<file path="src/rtl/mem_arbiter_nch.sv">
// -----------------------------------------------------------------------------
// mem_arbiter_nch
//
// Round-robin arbiter that connects NUM_CH word-oriented requesters to a
// byte-serial 8-bit RAM/IO bus. It handles one transaction at a time. A
// transaction is a byte, half or word load or store. Loads are sign- or
// zero-extended before they are returned. Stores to IO space wait while the
// UART buffer is full. Loads from flushable channels are abandoned on clr.
//
// Ports:
//   clk              system clock
//   rst              synchronous active-high reset
//   i_rdy            global enable; low freezes every register
//   i_clr            pipeline flush (aborts flushable loads, blocks grants)
//   i_mem_din        RAM/IO read byte, valid the cycle after its address
//   o_mem_dout       write byte
//   o_mem_a          byte address
//   o_mem_wr         1 = write cycle
//   i_io_buffer_full UART buffer full (stalls IO stores)
//   i_req_valid      per-channel request, held until its done pulse
//   i_req_wr         per-channel 1 = store
//   i_req_addr       per-channel byte address, channel c at [32c+31:32c]
//   i_req_size       per-channel size: 0 byte, 1 half, 2/3 word
//   i_req_unsigned   per-channel zero-extend loads when 1
//   i_req_wdata      per-channel store data (low bytes used)
//   o_resp_done      one-hot, one-cycle completion pulse
//   o_resp_rdata     extended load data while a done bit is high
// -----------------------------------------------------------------------------
module mem_arbiter_nch #(
   parameter int                NUM_CH     = 2,
   parameter logic [31:0]       IO_BASE    = 32'h0003_0000,
   parameter logic [NUM_CH-1:0] FLUSH_MASK = {NUM_CH{1'b1}}
) (
   input  logic                  clk,
   input  logic                  rst,
   input  logic                  i_rdy,
   input  logic                  i_clr,
   input  logic [7:0]            i_mem_din,
   output logic [7:0]            o_mem_dout,
   output logic [31:0]           o_mem_a,
   output logic                  o_mem_wr,
   input  logic                  i_io_buffer_full,
   input  logic [NUM_CH-1:0]     i_req_valid,
   input  logic [NUM_CH-1:0]     i_req_wr,
   input  logic [32*NUM_CH-1:0]  i_req_addr,
   input  logic [2*NUM_CH-1:0]   i_req_size,
   input  logic [NUM_CH-1:0]     i_req_unsigned,
   input  logic [32*NUM_CH-1:0]  i_req_wdata,
   output logic [NUM_CH-1:0]     o_resp_done,
   output logic [31:0]           o_resp_rdata
);

   localparam int PW = (NUM_CH > 1) ? $clog2(NUM_CH) : 1;
   localparam logic [PW-1:0] PTR_LAST = PW'(NUM_CH - 1);

   typedef enum logic [1:0] {S_IDLE, S_ISSUE, S_TAIL, S_DONE} state_t;

   state_t         r_state;
   state_t         w_state_next;

   logic [PW-1:0]  r_ptr;
   logic [PW-1:0]  r_ch;
   logic [31:0]    r_addr;
   logic [31:0]    r_data;
   logic           r_wr;
   logic [1:0]     r_size;
   logic           r_unsigned;
   logic           r_is_io;
   logic [1:0]     r_k;
   logic [1:0]     r_last_k;

   // Per-channel views of the flattened request buses
   logic [31:0]    w_ch_addr  [NUM_CH];
   logic [31:0]    w_ch_wdata [NUM_CH];
   logic [1:0]     w_ch_size  [NUM_CH];

   genvar gi;
   generate
      for (gi = 0; gi < NUM_CH; gi++) begin : g_ch
         assign w_ch_addr[gi]  = i_req_addr[32*gi +: 32];
         assign w_ch_wdata[gi] = i_req_wdata[32*gi +: 32];
         assign w_ch_size[gi]  = i_req_size[2*gi +: 2];
      end
   endgenerate

   // Round-robin search: scan cyclically starting just after r_ptr
   logic           w_found;
   logic [PW-1:0]  w_gnt_idx;
   logic [PW-1:0]  w_cand;

   always_comb begin
      w_found   = 1'b0;
      w_gnt_idx = r_ptr;
      w_cand    = r_ptr;
      for (int i = 0; i < NUM_CH; i++) begin
         w_cand = (w_cand == PTR_LAST) ? '0 : w_cand + 1'b1;
         if (!w_found && i_req_valid[w_cand]) begin
            w_found   = 1'b1;
            w_gnt_idx = w_cand;
         end
      end
   end

   logic [31:0]    w_sel_addr;
   logic [31:0]    w_sel_wdata;
   logic [1:0]     w_sel_size;
   logic [1:0]     w_sel_last_k;
   logic           w_grant;
   logic           w_flush;
   logic           w_stall;

   assign w_sel_addr  = w_ch_addr[w_gnt_idx];
   assign w_sel_wdata = w_ch_wdata[w_gnt_idx];
   assign w_sel_size  = w_ch_size[w_gnt_idx];

   always_comb begin
      case (w_sel_size)
         2'd0:    w_sel_last_k = 2'd0;
         2'd1:    w_sel_last_k = 2'd1;
         default: w_sel_last_k = 2'd3;
      endcase
   end

   assign w_grant = (r_state == S_IDLE) && !i_clr && w_found;
   // Only meaningful in ISSUE/TAIL; stores never abort
   assign w_flush = i_clr && !r_wr && FLUSH_MASK[r_ch];
   // The IO store byte is held back while the UART cannot take it
   assign w_stall = (r_state == S_ISSUE) && r_wr && r_is_io && i_io_buffer_full;

   // Read capture: the byte addressed last cycle arrives now
   logic           w_cap_en;
   logic [1:0]     w_cap_idx;

   assign w_cap_en  = !r_wr && (((r_state == S_ISSUE) && (r_k != 2'd0)) ||
                                (r_state == S_TAIL));
   assign w_cap_idx = (r_state == S_TAIL) ? r_last_k : (r_k - 2'd1);

   // ---------------- FSM: state register ----------------
   always_ff @(posedge clk) begin
      if (rst) begin
         r_state <= S_IDLE;
      end else if (i_rdy) begin
         r_state <= w_state_next;
      end
   end

   // ---------------- FSM: next state ----------------
   always_comb begin
      w_state_next = r_state;
      case (r_state)
         S_IDLE: begin
            if (w_grant) w_state_next = S_ISSUE;
         end
         S_ISSUE: begin
            if (w_flush)
               w_state_next = S_IDLE;
            else if (!w_stall && (r_k == r_last_k))
               w_state_next = r_wr ? S_DONE : S_TAIL;
         end
         S_TAIL:  w_state_next = w_flush ? S_IDLE : S_DONE;
         S_DONE:  w_state_next = S_IDLE;
         default: w_state_next = S_IDLE;
      endcase
   end

   // ---------------- datapath registers ----------------
   always_ff @(posedge clk) begin
      if (rst) begin
         r_ptr      <= PTR_LAST;
         r_ch       <= '0;
         r_addr     <= '0;
         r_data     <= '0;
         r_wr       <= 1'b0;
         r_size     <= '0;
         r_unsigned <= 1'b0;
         r_is_io    <= 1'b0;
         r_k        <= '0;
         r_last_k   <= '0;
      end else if (i_rdy) begin
         if (w_grant) begin
            r_ptr      <= w_gnt_idx;
            r_ch       <= w_gnt_idx;
            r_addr     <= w_sel_addr;
            r_wr       <= i_req_wr[w_gnt_idx];
            r_size     <= w_sel_size;
            r_unsigned <= i_req_unsigned[w_gnt_idx];
            r_is_io    <= (w_sel_addr >= IO_BASE);
            r_last_k   <= w_sel_last_k;
            r_k        <= '0;
            // Loads assemble into a cleared register so short loads have
            // zero upper bytes before extension
            r_data     <= i_req_wr[w_gnt_idx] ? w_sel_wdata : '0;
         end
         if ((r_state == S_ISSUE) && !w_stall) begin
            r_k <= r_k + 2'd1;
         end
         if (w_cap_en) begin
            case (w_cap_idx)
               2'd0:    r_data[7:0]   <= i_mem_din;
               2'd1:    r_data[15:8]  <= i_mem_din;
               2'd2:    r_data[23:16] <= i_mem_din;
               default: r_data[31:24] <= i_mem_din;
            endcase
         end
      end
   end

   // ---------------- FSM: outputs ----------------
   logic [7:0]     w_wbyte;
   logic [31:0]    w_ext;

   always_comb begin
      case (r_k)
         2'd0:    w_wbyte = r_data[7:0];
         2'd1:    w_wbyte = r_data[15:8];
         2'd2:    w_wbyte = r_data[23:16];
         default: w_wbyte = r_data[31:24];
      endcase
   end

   always_comb begin
      case (r_size)
         2'd0:    w_ext = r_unsigned ? {24'd0, r_data[7:0]}
                                     : {{24{r_data[7]}}, r_data[7:0]};
         2'd1:    w_ext = r_unsigned ? {16'd0, r_data[15:0]}
                                     : {{16{r_data[15]}}, r_data[15:0]};
         default: w_ext = r_data;
      endcase
   end

   always_comb begin
      o_mem_a      = '0;
      o_mem_dout   = '0;
      o_mem_wr     = 1'b0;
      o_resp_done  = '0;
      o_resp_rdata = '0;
      case (r_state)
         S_ISSUE: begin
            o_mem_a = r_addr + {30'd0, r_k};
            if (r_wr) begin
               o_mem_dout = w_wbyte;
               o_mem_wr   = i_rdy && !w_stall;
            end
         end
         S_DONE: begin
            // Gated by rdy so a frozen DONE cannot stretch the pulse
            if (i_rdy) begin
               o_resp_done[r_ch] = 1'b1;
               o_resp_rdata      = r_wr ? 32'd0 : w_ext;
            end
         end
         default: begin
         end
      endcase
   end

endmodule

</file>
<file path="config.mk">
export PLATFORM = sky130hd
export DESIGN_NAME = mem_arbiter_nch
export DESIGN_NICKNAME = d
export VERILOG_FILES = /design/src/rtl/mem_arbiter_nch.sv
export SDC_FILE = /design/constraint.sdc
export NUM_CORES = 1
export LEC_CHECK = 0
export BUFFER_PORTS_ARGS = -buffer_cell sky130_fd_sc_hd__buf_2
export CELL_PAD_IN_SITES_DETAIL_PLACEMENT = 1
export CELL_PAD_IN_SITES_GLOBAL_PLACEMENT = 1
export CORE_MARGIN = 10
export CORE_UTILIZATION = 30
export CTS_BUF_LIST = sky130_fd_sc_hd__clkbuf_16
export CTS_CLUSTER_DIAMETER = 100
export DETAILED_ROUTE_END_ITERATION = 16
export GPL_TIMING_DRIVEN = 0
export PLACE_DENSITY = 0.75
export SYNTH_ARGS = -nofsm -noshare
export SYNTH_HDL_FRONTEND = slang
export SYNTH_SLANG_ARGS = --single-unit
</file>
<file path="constraint.sdc">
create_clock -name clk -period 2.7 [get_ports clk]
set_input_delay 0.54 -clock clk [delete_from_list [all_inputs] [get_ports clk]]
set_output_delay 0.54 -clock clk [all_outputs]
set_load 0.02 [all_outputs]
</file>
; ---- Word level (Yosys, flattened, before mapping)
; Cells that the tools add are included.
[totals]
register_bits = 77
input_bits = 151
[op_classes]
addsub = 5
n_lt_le_gt_ge = 7
eq_ne = 12
muxes = 57
bitwise = 1
n_reduce_logical = 30
[op_table]
columns = operator, count
row1 = $mux 32, 15
row2 = $pmux 32 s2, 1
row3 = $mux 8, 6
row4 = $add 32x2->32, 1
row5 = $ge 32x18->1 const B, 1
row6 = $mux 2, 12
row7 = $pmux 8 s3, 1
row8 = $mux 1, 19
row9 = $logic_and 1x1->1, 14
row10 = $eq 2x1->1 const B, 5
row11 = $logic_not 2->1, 5
row12 = $eq 2x2->1 const B, 4
row13 = $lt 1x2->1 const B, 4
row14 = $pmux 2 s4, 1
row15 = $logic_not 1->1, 4
row16 = $pmux 2 s2, 1
row17 = $reduce_and 2->1, 2
row18 = $reduce_bool 2->1, 2
row19 = $ne 3x2->1 const B, 1
row20 = $reduce_and 3->1, 1
row21 = $reduce_or 3->1, 1
row22 = $add 1x1->1 const B, 2
row23 = $add 2x1->2 const B, 1
row24 = $eq 2x2->1, 1
row25 = 7 further kinds, 7

; ---- Logic depth before layout (Yosys ltp)
[logic_depth]
depth_word = 16
depth_mapped = 9

; ---- Least setup slack after synthesis
; Ideal clock, no wire load.
[synth_timing]
path_kind = register to output
from = register r_k[0]
to = output port o_mem_a[22]
arrival_ns = 2.428
slack_ns = -0.268
stages_incl_launch_ff = 8
n_path_buf = 2
path_cell_list = dfxtp_1 -> ha_1 -> fa_1 -> nand3_1 -> or3_1 -> clkbuf_1 -> clkbuf_1 -> o41ai_1
[synth_via]
elab_chain_cells = 2
[synth_rtl]
columns = element, line_no
row1 = start: declaration, 69  ; logic [1:0] r_k;
row2 = start signal: assignment, 195  ; r_k <= r_k + 2'd1;
row3 = $add 32x2->32, 239  ; o_mem_a = r_addr + {30'd0, r_k};
row4 = $mux 32, 237  ; case (r_state)
row5 = end: declaration, 40  ; output logic [31:0] o_mem_a,
; No other way between the ends.

; ---- Worst setup path after layout
[layout_timing]
from = register r_k[1]
to = output port o_mem_a[31]
; The elaborated chain is that of the path after synthesis.

==> metrics <==
status=finished, violations left; failing checks=setup timing; most common cell in the synthesized netlist=nand2_1; Final setup viols=17; Setup Skew=a little over 4 ps; maximum vdd drop=roughly 0.2 mV; adder-cell share of the synthesized area=0.0155; compound-gate portion of the synthesized area=0.318; Total Nets Final=around 1300; CP Data Arrival Time=2450 ps; fill count=2632; die area=26600 um^2; Total Negative Setup Slacks=-3510 ps; first-pass GRT wire length=50.2 mm; Worst Path Max Fanout=8; Synth Register Bits=76; CP Launch Type=register; Post-DRT Antenna Nets=0; Final Critical Period=2990 ps; layout cells sized above 1=0.320; post-placement setup slack=-572 ps; largest family of logic cells by synthesized area=compound AO/OA/AOI/OAI gates; post-synth top area share=0.248; Hold WS=about 450 ps; asr flop ratio synth=0; Hold Crit Start=i_req_addr[12]; post-DR wirelength/cell=23.3 um; worst hold path endpoint=r_addr[12]; Initial Util=0.305; worst path required time=2160 ps; Highest Clock Rate=around 0.33 GHz; Max Slew Vio Count=0; Core ar.=20200 um^2; area of the multi-input gates=~4700 um^2; worst slew pin tran=871 ps; CTS root buf=clkbuf_16; Std-Cell Rows=52; # port buffers=approximately 220; hold path depth=3; DR iter-0 viols=786; Tcrit/Tclk final=1.11; storage element area=1540 um^2; Vias=8387; design area=8860 um^2; gr ovfl total=0; Mapped Nets=between 1000 and 1500; Simple-Gate Fraction of Synth Area=0.317; post-synthesis mux area share=0.00509; Cells after Synth=935; Hold Crit Class=primary input to register; via/cell ratio=roughly 5.8; H-tree depth=3; clk slew on worst S/H paths=about 60 ps; reg2reg setup slack=190 ps; final setup margin=-289 ps; cts bufs inserted=9; Syn Std Cell Area=about 6000 um^2; crit path launch=r_k[1]; TritonCTS clock tree=built; HPWL after detailed placement=25.7 mm; final core utilization=0.440; RSZ-0062 raised after global routing=true; initial antenna violation count=2; residual DRC count=0; GRT Overall Usage=0.237; Die Wd=between 150 and 200 um; cell count of the worst reg-to-reg path=8; Power Density=roughly 420 nW/um^2; Post-synth top cells=127 x nand2_1, 88 x a21oi_1, 82 x nor2_1, 81 x clkbuf_1, 76 x dfxtp_1; chip height=163 um; largest net degree at the start of global routing=13; Post-synth EDFFs=0; Seq/Total Area, Yosys=0.248; CP Class=register to output pin; clock latency on the worst-skew pair=350 ps; Yosys cell types=45; Post-CTS Hold Fix Bufs=0; ys flop type=dfxtp_1; reg2reg start=r_k[0]; Leak=0.00347 uW; GPL Wtd Cong=approximately 0.93; CTS sink cnt=76; Yosys Warn Count=0; Crit. End Element=output pin; Final Hold Vio Count=0; Synth Area in XOR/XNOR=0.0200; number of max-cap violations=0; vias in the first global route=8761; RR Endpoint=r_data[11]; post-place instance area=7670 um^2; syn avg cell area=6.57 um^2; buffer depth of the longest clock path=2; area leader, netlist=dfxtp_1; Ports=226; DRT Wirelength=33.9 mm; DRT Pass-1 Iters=5; Rel. slew slack=0.403; Area growth syn-to-layout=44.2%; top cells by area, synth=dfxtp_1 25%, nand2_1 7.8%, a21oi_1 7.2%
## logic make-up after synthesis
logic type / after synthesis
compound gates: 308
xor+xnor: 14
fa+ha+maj: 7
buf+inv: 122
flops: 76
mux: 3
simple gates: 405
## flip-flops by register name, indices dropped and copies added (netlist names)
signal / cells
r_size: 2
r_state: 2
r_last_k: 1
r_ch: 1
r_wr: 1
r_addr: 32
r_is_io: 1
r_k: 2
r_unsigned: 1
r_data: 32
r_ptr: 1
## layout make-up
class / instances / share of cell area
clock buffer: 9 / 0.0254
inverter: 24 / 0.0106
tap: 270 / 0.0381
antenna: 1 / 0.000282
clock inverter: 7 / 0.0120
multi-input combinational: 737 / 0.531
sequential: 76 / 0.174
timing repair buffer: 244 / 0.162
buffer: 88 / 0.0469
## routing by layer
layer | vias to the layer above | track usage | wire (um)
li1 | 3921 | - | -
met1 | 4021 | 0.288 | 14000
met2 | 387 | 0.400 | 16300
met3 | 56 | 0.0556 | 2600
met4 | 2 | 0.0840 | 943
met5 | - | 0 | 7
## power by group
part	internal, uW	switching, uW	leakage, uW
Sequential	1210	109	0.000629
Combinational	369	633	0.00268
Clock	893	513	0.000166
## critical path, cell delays in order (launching register included)
cell and delay [ps]:
dfxtp_4 360, ha_4 280, a21oi_4 60, or4_4 420, buf_8 170, or4_4 500
a21oi_4 160, buf_6 140
## metrics by stage
| step | cells | total power, uW |
|---|---|---|
| floorplan | 935 | 1850 |
| global placement | 1427 | 2210 |
| detailed placement | 1427 | 2230 |
| CTS | 1450 | 3670 |
| global route | 1456 | 3870 |
| finish | 1456 | 3720 |
## what timing repair did
item,in CTS,in global routing
pin swaps,21,20
cloned,2,0
setup buffers,10,11
hold endpoints to repair,0,0
resized for setup,123,68
setup endpoints to repair,96,67
## how the worst max path moves through the flow
stage / end / cells after the start
final: o_mem_a[31] / 7
after global routing: o_mem_a[31] / 7
after CTS: o_mem_a[16] / 8
after detailed placement: o_resp_rdata[25] / 7
after global placement: o_resp_rdata[23] / 7
after floorplan: o_mem_a[19] / 6
## layout by cell type (no fill, tap or decap), types with 20 or more instances in the layout
cell,Yosys,layout
nand3_1,54,52
a311oi_1,37,37
nand2_1,127,125
o31ai_1,42,32
buf_6,0,20
a31oi_1,34,34
a21oi_1,88,64
nor3_1,52,51
buf_4,0,24
dfxtp_1,76,62
buf_2,9,208
clkbuf_1,81,60
inv_1,24,23
nor2_1,82,78
o21ai_0,64,61
Note: power is estimated with default switching activity, not from simulation.
